==> src/rtl/vga_timing_pkg.sv <==
// Shared types and default 640x480@60 raster constants for the VGA timing block.
package vga_timing_pkg;

    typedef logic [9:0] coord_t;

    localparam int H_ACTIVE_DEF = 640;
    localparam int H_FP_DEF     = 16;
    localparam int H_SYNC_DEF   = 96;
    localparam int H_BP_DEF     = 48;

    localparam int V_ACTIVE_DEF = 480;
    localparam int V_FP_DEF     = 10;
    localparam int V_SYNC_DEF   = 2;
    localparam int V_BP_DEF     = 33;

    // Total length of one axis (visible + porches + sync).
    function automatic int total(input int active, input int fp, input int sync, input int bp);
        return active + fp + sync + bp;
    endfunction

endpackage

==> src/rtl/vga_timing_if.sv <==
// Raster output bundle: pixel coordinates, blanking, syncs and frame markers.
interface vga_timing_if;
    import vga_timing_pkg::*;

    coord_t      DrawX;
    coord_t      DrawY;
    logic        blank;
    logic        hs;
    logic        vs;
    logic        frame_start;
    logic [7:0]  frame_cnt;

    modport master (
        output DrawX, DrawY, blank, hs, vs, frame_start, frame_cnt
    );

    modport slave (
        input DrawX, DrawY, blank, hs, vs, frame_start, frame_cnt
    );

endinterface

==> src/rtl/vga_axis_counter.sv <==
// One raster axis: wrapping position counter plus active/sync decode of the
// next position, so the parent can register those decodes in step with the counter.
module vga_axis_counter
    import vga_timing_pkg::*;
#(
    parameter int ACTIVE = H_ACTIVE_DEF,
    parameter int FP     = H_FP_DEF,
    parameter int SYNC   = H_SYNC_DEF,
    parameter int BP     = H_BP_DEF
) (
    input  logic   clk,
    input  logic   rst_n,
    input  logic   en,
    output coord_t cnt,
    output logic   wrap,
    output logic   active_nxt,
    output logic   sync_nxt_n
);

    localparam int     TOTAL    = total(ACTIVE, FP, SYNC, BP);
    localparam coord_t LAST     = coord_t'(TOTAL - 1);
    localparam coord_t ACT_END  = coord_t'(ACTIVE);
    localparam coord_t SYNC_BEG = coord_t'(ACTIVE + FP);
    localparam coord_t SYNC_END = coord_t'(ACTIVE + FP + SYNC);

    coord_t cnt_q;
    coord_t cnt_d;

    // Next position and its decode.
    always_comb begin
        wrap  = en && (cnt_q == LAST);
        cnt_d = cnt_q;
        if (en) begin
            cnt_d = (cnt_q == LAST) ? '0 : cnt_q + 10'd1;
        end
        active_nxt = (cnt_d < ACT_END);
        sync_nxt_n = !((cnt_d >= SYNC_BEG) && (cnt_d < SYNC_END));
    end

    // Position register.
    always_ff @(posedge clk) begin
        if (!rst_n) begin
            cnt_q <= '0;
        end else begin
            cnt_q <= cnt_d;
        end
    end

    assign cnt = cnt_q;

endmodule

==> src/rtl/vga_timing_gen.sv <==
// VGA raster timing source: H/V counters, blanking, active-low syncs, frame markers.
// Optional feature macro: VGA_TIMING_SYNC_DLY_EN delays hs/vs by SYNC_DLY cycles
// to line up with renderers that have ROM-read plus output-register latency.
module vga_timing_gen
    import vga_timing_pkg::*;
#(
    parameter int H_ACTIVE = H_ACTIVE_DEF,
    parameter int H_FP     = H_FP_DEF,
    parameter int H_SYNC   = H_SYNC_DEF,
    parameter int H_BP     = H_BP_DEF,
    parameter int V_ACTIVE = V_ACTIVE_DEF,
    parameter int V_FP     = V_FP_DEF,
    parameter int V_SYNC   = V_SYNC_DEF,
    parameter int V_BP     = V_BP_DEF,
    parameter int SYNC_DLY = 2
) (
    input  logic         vga_clk,
    input  logic         reset_n,
    vga_timing_if.master vga
);

    if ((SYNC_DLY < 1) || (SYNC_DLY > 4)) begin : g_bad_sync_dly
        $error("SYNC_DLY must be in 1..4");
    end

    coord_t h_cnt;
    coord_t v_cnt;
    logic   h_wrap;
    logic   v_wrap;
    logic   h_act_nxt;
    logic   v_act_nxt;
    logic   h_sync_nxt_n;
    logic   v_sync_nxt_n;

    vga_axis_counter #(
        .ACTIVE (H_ACTIVE),
        .FP     (H_FP),
        .SYNC   (H_SYNC),
        .BP     (H_BP)
    ) u_h_axis (
        .clk        (vga_clk),
        .rst_n      (reset_n),
        .en         (1'b1),
        .cnt        (h_cnt),
        .wrap       (h_wrap),
        .active_nxt (h_act_nxt),
        .sync_nxt_n (h_sync_nxt_n)
    );

    vga_axis_counter #(
        .ACTIVE (V_ACTIVE),
        .FP     (V_FP),
        .SYNC   (V_SYNC),
        .BP     (V_BP)
    ) u_v_axis (
        .clk        (vga_clk),
        .rst_n      (reset_n),
        .en         (h_wrap),
        .cnt        (v_cnt),
        .wrap       (v_wrap),
        .active_nxt (v_act_nxt),
        .sync_nxt_n (v_sync_nxt_n)
    );

    logic       blank_q, blank_d;
    logic       hs_q, hs_d;
    logic       vs_q, vs_d;
    logic       frame_start_q, frame_start_d;
    logic [7:0] frame_cnt_q, frame_cnt_d;

    // Decode of the next pixel; a V wrap is exactly the (last,last)->(0,0) frame wrap.
    always_comb begin
        blank_d       = h_act_nxt & v_act_nxt;
        hs_d          = h_sync_nxt_n;
        vs_d          = v_sync_nxt_n;
        frame_start_d = v_wrap;
        frame_cnt_d   = frame_cnt_q + {7'd0, v_wrap};
    end

    // Registered raster outputs, aligned with the counter registers.
    always_ff @(posedge vga_clk) begin
        if (!reset_n) begin
            blank_q       <= 1'b0;
            hs_q          <= 1'b1;
            vs_q          <= 1'b1;
            frame_start_q <= 1'b0;
            frame_cnt_q   <= '0;
        end else begin
            blank_q       <= blank_d;
            hs_q          <= hs_d;
            vs_q          <= vs_d;
            frame_start_q <= frame_start_d;
            frame_cnt_q   <= frame_cnt_d;
        end
    end

`ifdef VGA_TIMING_SYNC_DLY_EN
    localparam int unsigned DLY_N = SYNC_DLY;

    logic [SYNC_DLY-1:0] hs_dly_q, hs_dly_d;
    logic [SYNC_DLY-1:0] vs_dly_q, vs_dly_d;

    // Shift the syncs one stage per cycle.
    always_comb begin
        hs_dly_d    = hs_dly_q;
        vs_dly_d    = vs_dly_q;
        hs_dly_d[0] = hs_q;
        vs_dly_d[0] = vs_q;
        for (int unsigned i = 1; i < DLY_N; i++) begin
            hs_dly_d[i] = hs_dly_q[i-1];
            vs_dly_d[i] = vs_dly_q[i-1];
        end
    end

    // Sync delay line, every stage idles inactive (high).
    always_ff @(posedge vga_clk) begin
        if (!reset_n) begin
            hs_dly_q <= '1;
            vs_dly_q <= '1;
        end else begin
            hs_dly_q <= hs_dly_d;
            vs_dly_q <= vs_dly_d;
        end
    end

    assign vga.hs = hs_dly_q[SYNC_DLY-1];
    assign vga.vs = vs_dly_q[SYNC_DLY-1];
`else
    assign vga.hs = hs_q;
    assign vga.vs = vs_q;
`endif

    assign vga.DrawX       = h_cnt;
    assign vga.DrawY       = v_cnt;
    assign vga.blank       = blank_q;
    assign vga.frame_start = frame_start_q;
    assign vga.frame_cnt   = frame_cnt_q;

endmodule

==> src/flat_wrapper.sv <==
// flat-port wrapper written by rule: the top's interface ports become plain ports
module vga_timing_gen_flat import vga_timing_pkg::*;
#(
    parameter int H_ACTIVE = H_ACTIVE_DEF,
    parameter int H_FP     = H_FP_DEF,
    parameter int H_SYNC   = H_SYNC_DEF,
    parameter int H_BP     = H_BP_DEF,
    parameter int V_ACTIVE = V_ACTIVE_DEF,
    parameter int V_FP     = V_FP_DEF,
    parameter int V_SYNC   = V_SYNC_DEF,
    parameter int V_BP     = V_BP_DEF,
    parameter int SYNC_DLY = 2
)
  (vga_clk, reset_n, vga_DrawX, vga_DrawY, vga_blank, vga_hs, vga_vs, vga_frame_start, vga_frame_cnt);
  vga_timing_if vga_i ();
  input  logic vga_clk;
  input  logic reset_n;
  output wire logic [$bits(vga_i.DrawX)-1:0] vga_DrawX;
  output wire logic [$bits(vga_i.DrawY)-1:0] vga_DrawY;
  output wire logic [$bits(vga_i.blank)-1:0] vga_blank;
  output wire logic [$bits(vga_i.hs)-1:0] vga_hs;
  output wire logic [$bits(vga_i.vs)-1:0] vga_vs;
  output wire logic [$bits(vga_i.frame_start)-1:0] vga_frame_start;
  output wire logic [$bits(vga_i.frame_cnt)-1:0] vga_frame_cnt;
  assign vga_DrawX = vga_i.DrawX;
  assign vga_DrawY = vga_i.DrawY;
  assign vga_blank = vga_i.blank;
  assign vga_hs = vga_i.hs;
  assign vga_vs = vga_i.vs;
  assign vga_frame_start = vga_i.frame_start;
  assign vga_frame_cnt = vga_i.frame_cnt;
  vga_timing_gen #(.H_ACTIVE(H_ACTIVE), .H_FP(H_FP), .H_SYNC(H_SYNC), .H_BP(H_BP), .V_ACTIVE(V_ACTIVE), .V_FP(V_FP), .V_SYNC(V_SYNC), .V_BP(V_BP), .SYNC_DLY(SYNC_DLY)) u_core (.vga_clk(vga_clk), .reset_n(reset_n), .vga(vga_i));
endmodule
==> config.mk <==
export PLATFORM = sky130hd
export DESIGN_NAME = vga_timing_gen_flat
export DESIGN_NICKNAME = d
export VERILOG_FILES = /design/src/rtl/vga_timing_pkg.sv /design/src/rtl/vga_timing_if.sv /design/src/rtl/vga_axis_counter.sv /design/src/rtl/vga_timing_gen.sv /design/src/flat_wrapper.sv
export SDC_FILE = /design/constraint.sdc
export NUM_CORES = 1
export LEC_CHECK = 0
export CAP_MARGIN = 20
export CELL_PAD_IN_SITES_DETAIL_PLACEMENT = 1
export CELL_PAD_IN_SITES_GLOBAL_PLACEMENT = 2
export CORE_UTILIZATION = 32
export CTS_BUF_LIST = sky130_fd_sc_hd__clkbuf_16
export DETAILED_ROUTE_END_ITERATION = 8
export PLACE_DENSITY = 0.95
export SYNTH_ARGS = -nofsm -noshare
export SYNTH_HDL_FRONTEND = slang
export SYNTH_SLANG_ARGS = --single-unit
==> constraint.sdc <==
create_clock -name vga_clk -period 6.21 [get_ports vga_clk]
set_input_delay 1.5525 -clock vga_clk [delete_from_list [all_inputs] [get_ports vga_clk]]
set_output_delay 1.5525 -clock vga_clk [all_outputs]
set_load 0.005 [all_outputs]
# Yosys cells after proc, flatten, opt, wreduce, memory -nomap -nowiden
# Cells that the tools add are included.
# Widths: inputs -> output; s select.
[totals]
regBits = 32
in_bits = 2
out_inout_bits = 32
word_cells = 27
[op_classes]
addsub = 3
n_lt_le_gt_ge = 6
eq_ne = 2
mux = 3
n_bitwise = 1
n_reduce_logical = 5
[op_table]
columns = ["op", "n"]
rows = [
  ["$mux 10", 3],
  ["$add 10x1->10 const B", 2],
  ["$eq 10x10->1 const B", 2],
  ["$lt 10x10->1 const B", 2],
  ["$lt 10x9->1 const B", 2],
  ["$ge 10x10->1 const B", 1],
  ["$ge 10x9->1 const B", 1],
  ["$add 8x1->8", 1],
  ["$logic_and 1x1->1", 3],
  ["$logic_not 1->1", 2],
  ["$and 1x1->1", 1],
]

# Depth between registers and ports, before layout
[depth]
word_depth = 6
ltp_mapped = 10
mapped_depth_nobuf = 9

# Hierarchy
# From an unflattened synthesis, not the netlist that was laid out.
[unflattened]
cells_unflattened = 191
hier_area_um2 = 1710.4
[modules_own_cells]
columns = ["mod", "n_inst", "cells_per_inst", "area_per_inst_um2", "seq_area_each_um2"]
rows = [
  ["vga_axis_counter at u_core.u_h_axis", 1, 75, 641.9, 200.2],
  ["vga_axis_counter at u_core.u_v_axis", 1, 72, 619.3, 200.2],
  ["vga_timing_gen", 1, 44, 449.2, 240.2],
]

# Least setup slack after synthesis
# OpenSTA, ideal clock, no wires.
[synth_timing]
kind = "register to register"
startpoint = "register u_core.u_h_axis.cnt_q[0], in the netlist u_core.u_h_axis.cnt[0]"
endpoint = "register u_core.frame_cnt_q[5], in the netlist u_core.vga.frame_cnt[5]"
setup_ns = 0.128
arrival_time_ns = 1.988
required_ns = 6.082
setup_slack_ns = 4.095
stages_incl_launch_ff = 11
path_buffers = 1
synth_period_minus_slack_ns = 2.115
cell_sequence = "dfxtp_1 > ha_1 > buf_2 > and4b_4 > nand3_1 > nor2_1 > ha_1 > and3_1 > nand3_1 > xor2_1 > nor2_1"
[synth_via]
elab_chain_cells = 3
[synth_lines]
columns = ["item", "line", "rtl"]
rows = [
  ["from (decl)", "vga_axis_counter.sv:26", "coord_t cnt_q;"],
  ["from (signal assigned)", "vga_axis_counter.sv:45", "cnt_q <= cnt_d;"],
  ["$eq 10x10->1", "vga_axis_counter.sv:31", "wrap = en && (cnt_q == LAST);"],
  ["$logic_and 1x1->1", "vga_axis_counter.sv:31", ""],
  ["via u_core.frame_start_d", "vga_timing_gen.sv:68", "logic frame_start_q, frame_start_d;"],
  ["$add 8x1->8", "vga_timing_gen.sv:77", "frame_cnt_d = frame_cnt_q + {7'd0, v_wrap};"],
  ["to (signal assigned)", "vga_timing_gen.sv:93", "frame_cnt_q <= frame_cnt_d;"],
  ["to (decl)", "vga_timing_gen.sv:69", "logic [7:0] frame_cnt_q, frame_cnt_d;"],
]
# The timed path passes the listed nets, and every way through them passes these cells.
# A chain may end at the register's enable or synchronous reset.

# Worst setup path in the final report
[layout_timing]
startpoint = "register u_core.u_v_axis.cnt_q[2], in the netlist u_core.u_v_axis.cnt[2]"
endpoint = "output port vga_DrawY[2]"
[layout_lines]
columns = ["item", "line", "rtl"]
rows = [
  ["from (decl)", "vga_axis_counter.sv:26", ""],
  ["from (signal assigned)", "vga_axis_counter.sv:45", ""],
  ["to (decl)", "flat_wrapper.sv:19", "output wire logic [$bits(vga_i.DrawY)-1:0] vga_DrawY;"],
]
# No word-level cell between the ends.

==> qor.yml <==
synthesis:
  yosysWarnings: 0
  synth_cells: 190
  synth_seq_cells: 32
  async_reset_ff_share_pct: 0
  ys_seq_area_share_pct: 39.2
  synth-edff-count: 0
  synthFlopType: "dfxtp_1"
  synth.net_count: 197
  netlist_area_sq_mm: 0.00164
  yosysUniqueCellTypes: 41
  syn_area_per_cell_sq_um: 8.61
critical_path:
  arrival_ps: 1330
  critPathLaunchType: "flop"
  crit_chain: "clkdlybuf4s50_1"
  cp.required_ps: 4660
  cp_max_fo: 10
  crit_path_end_kind: "output port"
  cpMaxStageDelayCell: "clkdlybuf4s50_1"
  cpLargestDelayFamily: "buffers and inverters"
  cpPeakStageDelay_ps: 560
  path_buf_inv: 1
  critical_path_class: "reg2out"
layout:
  multi_input_area_sq_um: 938
  antennaDiodeCount: 0
  final_cell_count_no_fill: 291
  num-fill-cells: 572
  final_util_pct: 45.1
  mostFrequentLayoutCell: "clkdlybuf4s50_1"
  ff_latch_area_sq_um: 641
  final_cell_mix: "33 x clkdlybuf4s50_1, 32 x dfxtp_1, 23 x nor2_1"
  final_nets: 230
  areaGrowthSynthToFinish_pct: 32.8
  drive_above_1_share_pct: 5.36
drt:
  dr_total_vias: 1545
  drc_errors: 0
  drtIter0Drc: 68
  drt-total-wl_mm: 4.33
  vias_per_cell: 5.31
  detail-route-antenna-nets: 0
  wl_per_cell_um: 14.9
  drt-pass1-iter-count: 4
worst_hold_path:
  hold_class: "reg2reg"
timing:
  fmax_ghz: 0.347
  hold_slack_ps: 520
  final.period_utilization_pct: 46.4
  slew_viol_final: 0
  timing.final.hold_violations: 0
  rsz0062_at_grt: "false"
  worst_slack_ps: 3330
  setup_viol: 0
  worst_pin_slew_ps: 704
  period_minus_slack_ps: 2880
  finalSetupTns_ps: 0
  relSlewSlack_pct: 53.0
  skew_ps: 6.95
floorplan:
  die_y_um: 73.5
  start_util_pct: 33.9
  die_area_sq_mm: 0.00540
  pin_count: 34
  rows: 25
  die_x_um: 73.5
  coreArea_sq_mm: 0.00482
clocking:
  clock_path_buffers: 2
  clockRootBuffer: "clkbuf_16"
  cts.clk_slew.worst_paths_ps: 50
  holdBufCountCts: 0
  cts_inserted_buffers: 5
  postCtsSetupBuffers: 0
  cts_tree: "done"
  htree_num_levels: 2
  clk_latency_ps: 280
  ctsResizeCount: 0
  cts_sinks: 32
pwr:
  p_leak_nw: 0.783
  vdd_drop_max_mv: 0.0919
  p_per_area_mw_per_mm2: 229
placed_design:
  place_inst: 283
  hpwl_mm: 3.10
  portBuffers: 33
  pre_cts_slack_ps: 3130
  gp_congestion: 0.781
global_route:
  grt_max_degree: 22
  grtUsageTotal_pct: 17.9
  grt_pass1_vias: 1569
  antenna_found_initial: 0
  global_route.overflow_total: 0
  grt_pass1_wl_mm: 7.36
run_status:
  outcome: "finished, final reports clean"
flow_run:
  cap_viol_max_count: 0
## where the power goes
part,leakage (nW),total [mW],switching (mW),internal (mW)
logic,0.440,0.0120,0.00619,0.00586
registers,0.259,0.211,0.00327,0.208
clock network,0.0850,0.274,0.0875,0.187
## flip-flops by register name (all words and copies together) (netlist names)
name / cells
u_core.vga.frame_cnt: 8
u_core.vga.vs: 1
u_core.vga.hs: 1
u_core.vga.frame_start: 1
u_core.u_h_axis.cnt: 10
u_core.u_v_axis.cnt: 10
u_core.vga.blank: 1
## cell families after synthesis
kind of cell	synth area share, %
and+or+nand+nor	34.0
DFF	39.2
AOI/OAI and AO/OA	9.64
xor gates and xnor gates	8.57
buffers and inverters	3.44
adders and majority gates	3.83
muxes	1.30
## final cells by class
cell class	count	share of cell area, %
Sequential cell	32	29.5
Inverter	4	0.691
Timing Repair Buffer	33	15.2
Tap cell	67	3.86
Multi-Input combinational cell	147	43.2
Clock inverter	3	1.79
Clock buffer	5	5.76
## metrics by stage
step                total power [mW]  area (sq um)
global route                   0.511          2170
CTS                            0.502          2170
finish                         0.497          2170
global placement               0.227          2010
floorplan                      0.221          1640
detailed placement             0.227          2010
## cells in the mapped netlist, drive strengths merged, types with 2 or more instances
master	n	area [sq um]
a211oi	2	15.0
a21oi	7	35.0
and2	6	37.5
and3	9	56.3
buf	5	33.8
clkbuf	2	7.51
dfxtp	32	641
ha	5	62.6
inv	4	15.0
nand2	15	56.3
nand3	17	97.6
nand4	7	43.8
nand4b	2	17.5
nor2	23	86.3
nor3	7	35.0
nor3b	4	30.0
nor4	4	37.5
o21ai	5	25.0
o31a	2	17.5
xnor2	6	52.6
xor2	10	87.6
## path summary, 6_finish.rpt
kind                            cells past startpoint  slack [ps]                     from                 endpoint
worst max-delay path                                1        3330   u_core.u_v_axis.cnt[2]             vga_DrawY[2]
worst min-delay path                                2         520  u_core.vga.frame_cnt[7]  u_core.vga.frame_cnt[7]
worst max register to register                      9        3680   u_core.u_h_axis.cnt[0]  u_core.vga.frame_cnt[7]
worst min register to register                      2         520  u_core.vga.frame_cnt[7]  u_core.vga.frame_cnt[7]
## routing by layer
layer  global-route usage, %  up-vias  share of wire (%)  wire length [um]
met3                    4.53       13                3.9               168
met5                       0        -                  0                 0
li1                        -      747                  -                 -
met2                    29.9       47                 46              1980
met4                    6.41        0                2.1                92
met1                    22.2      738                 48              2090
Note: power is estimated with default switching activity, not from simulation.
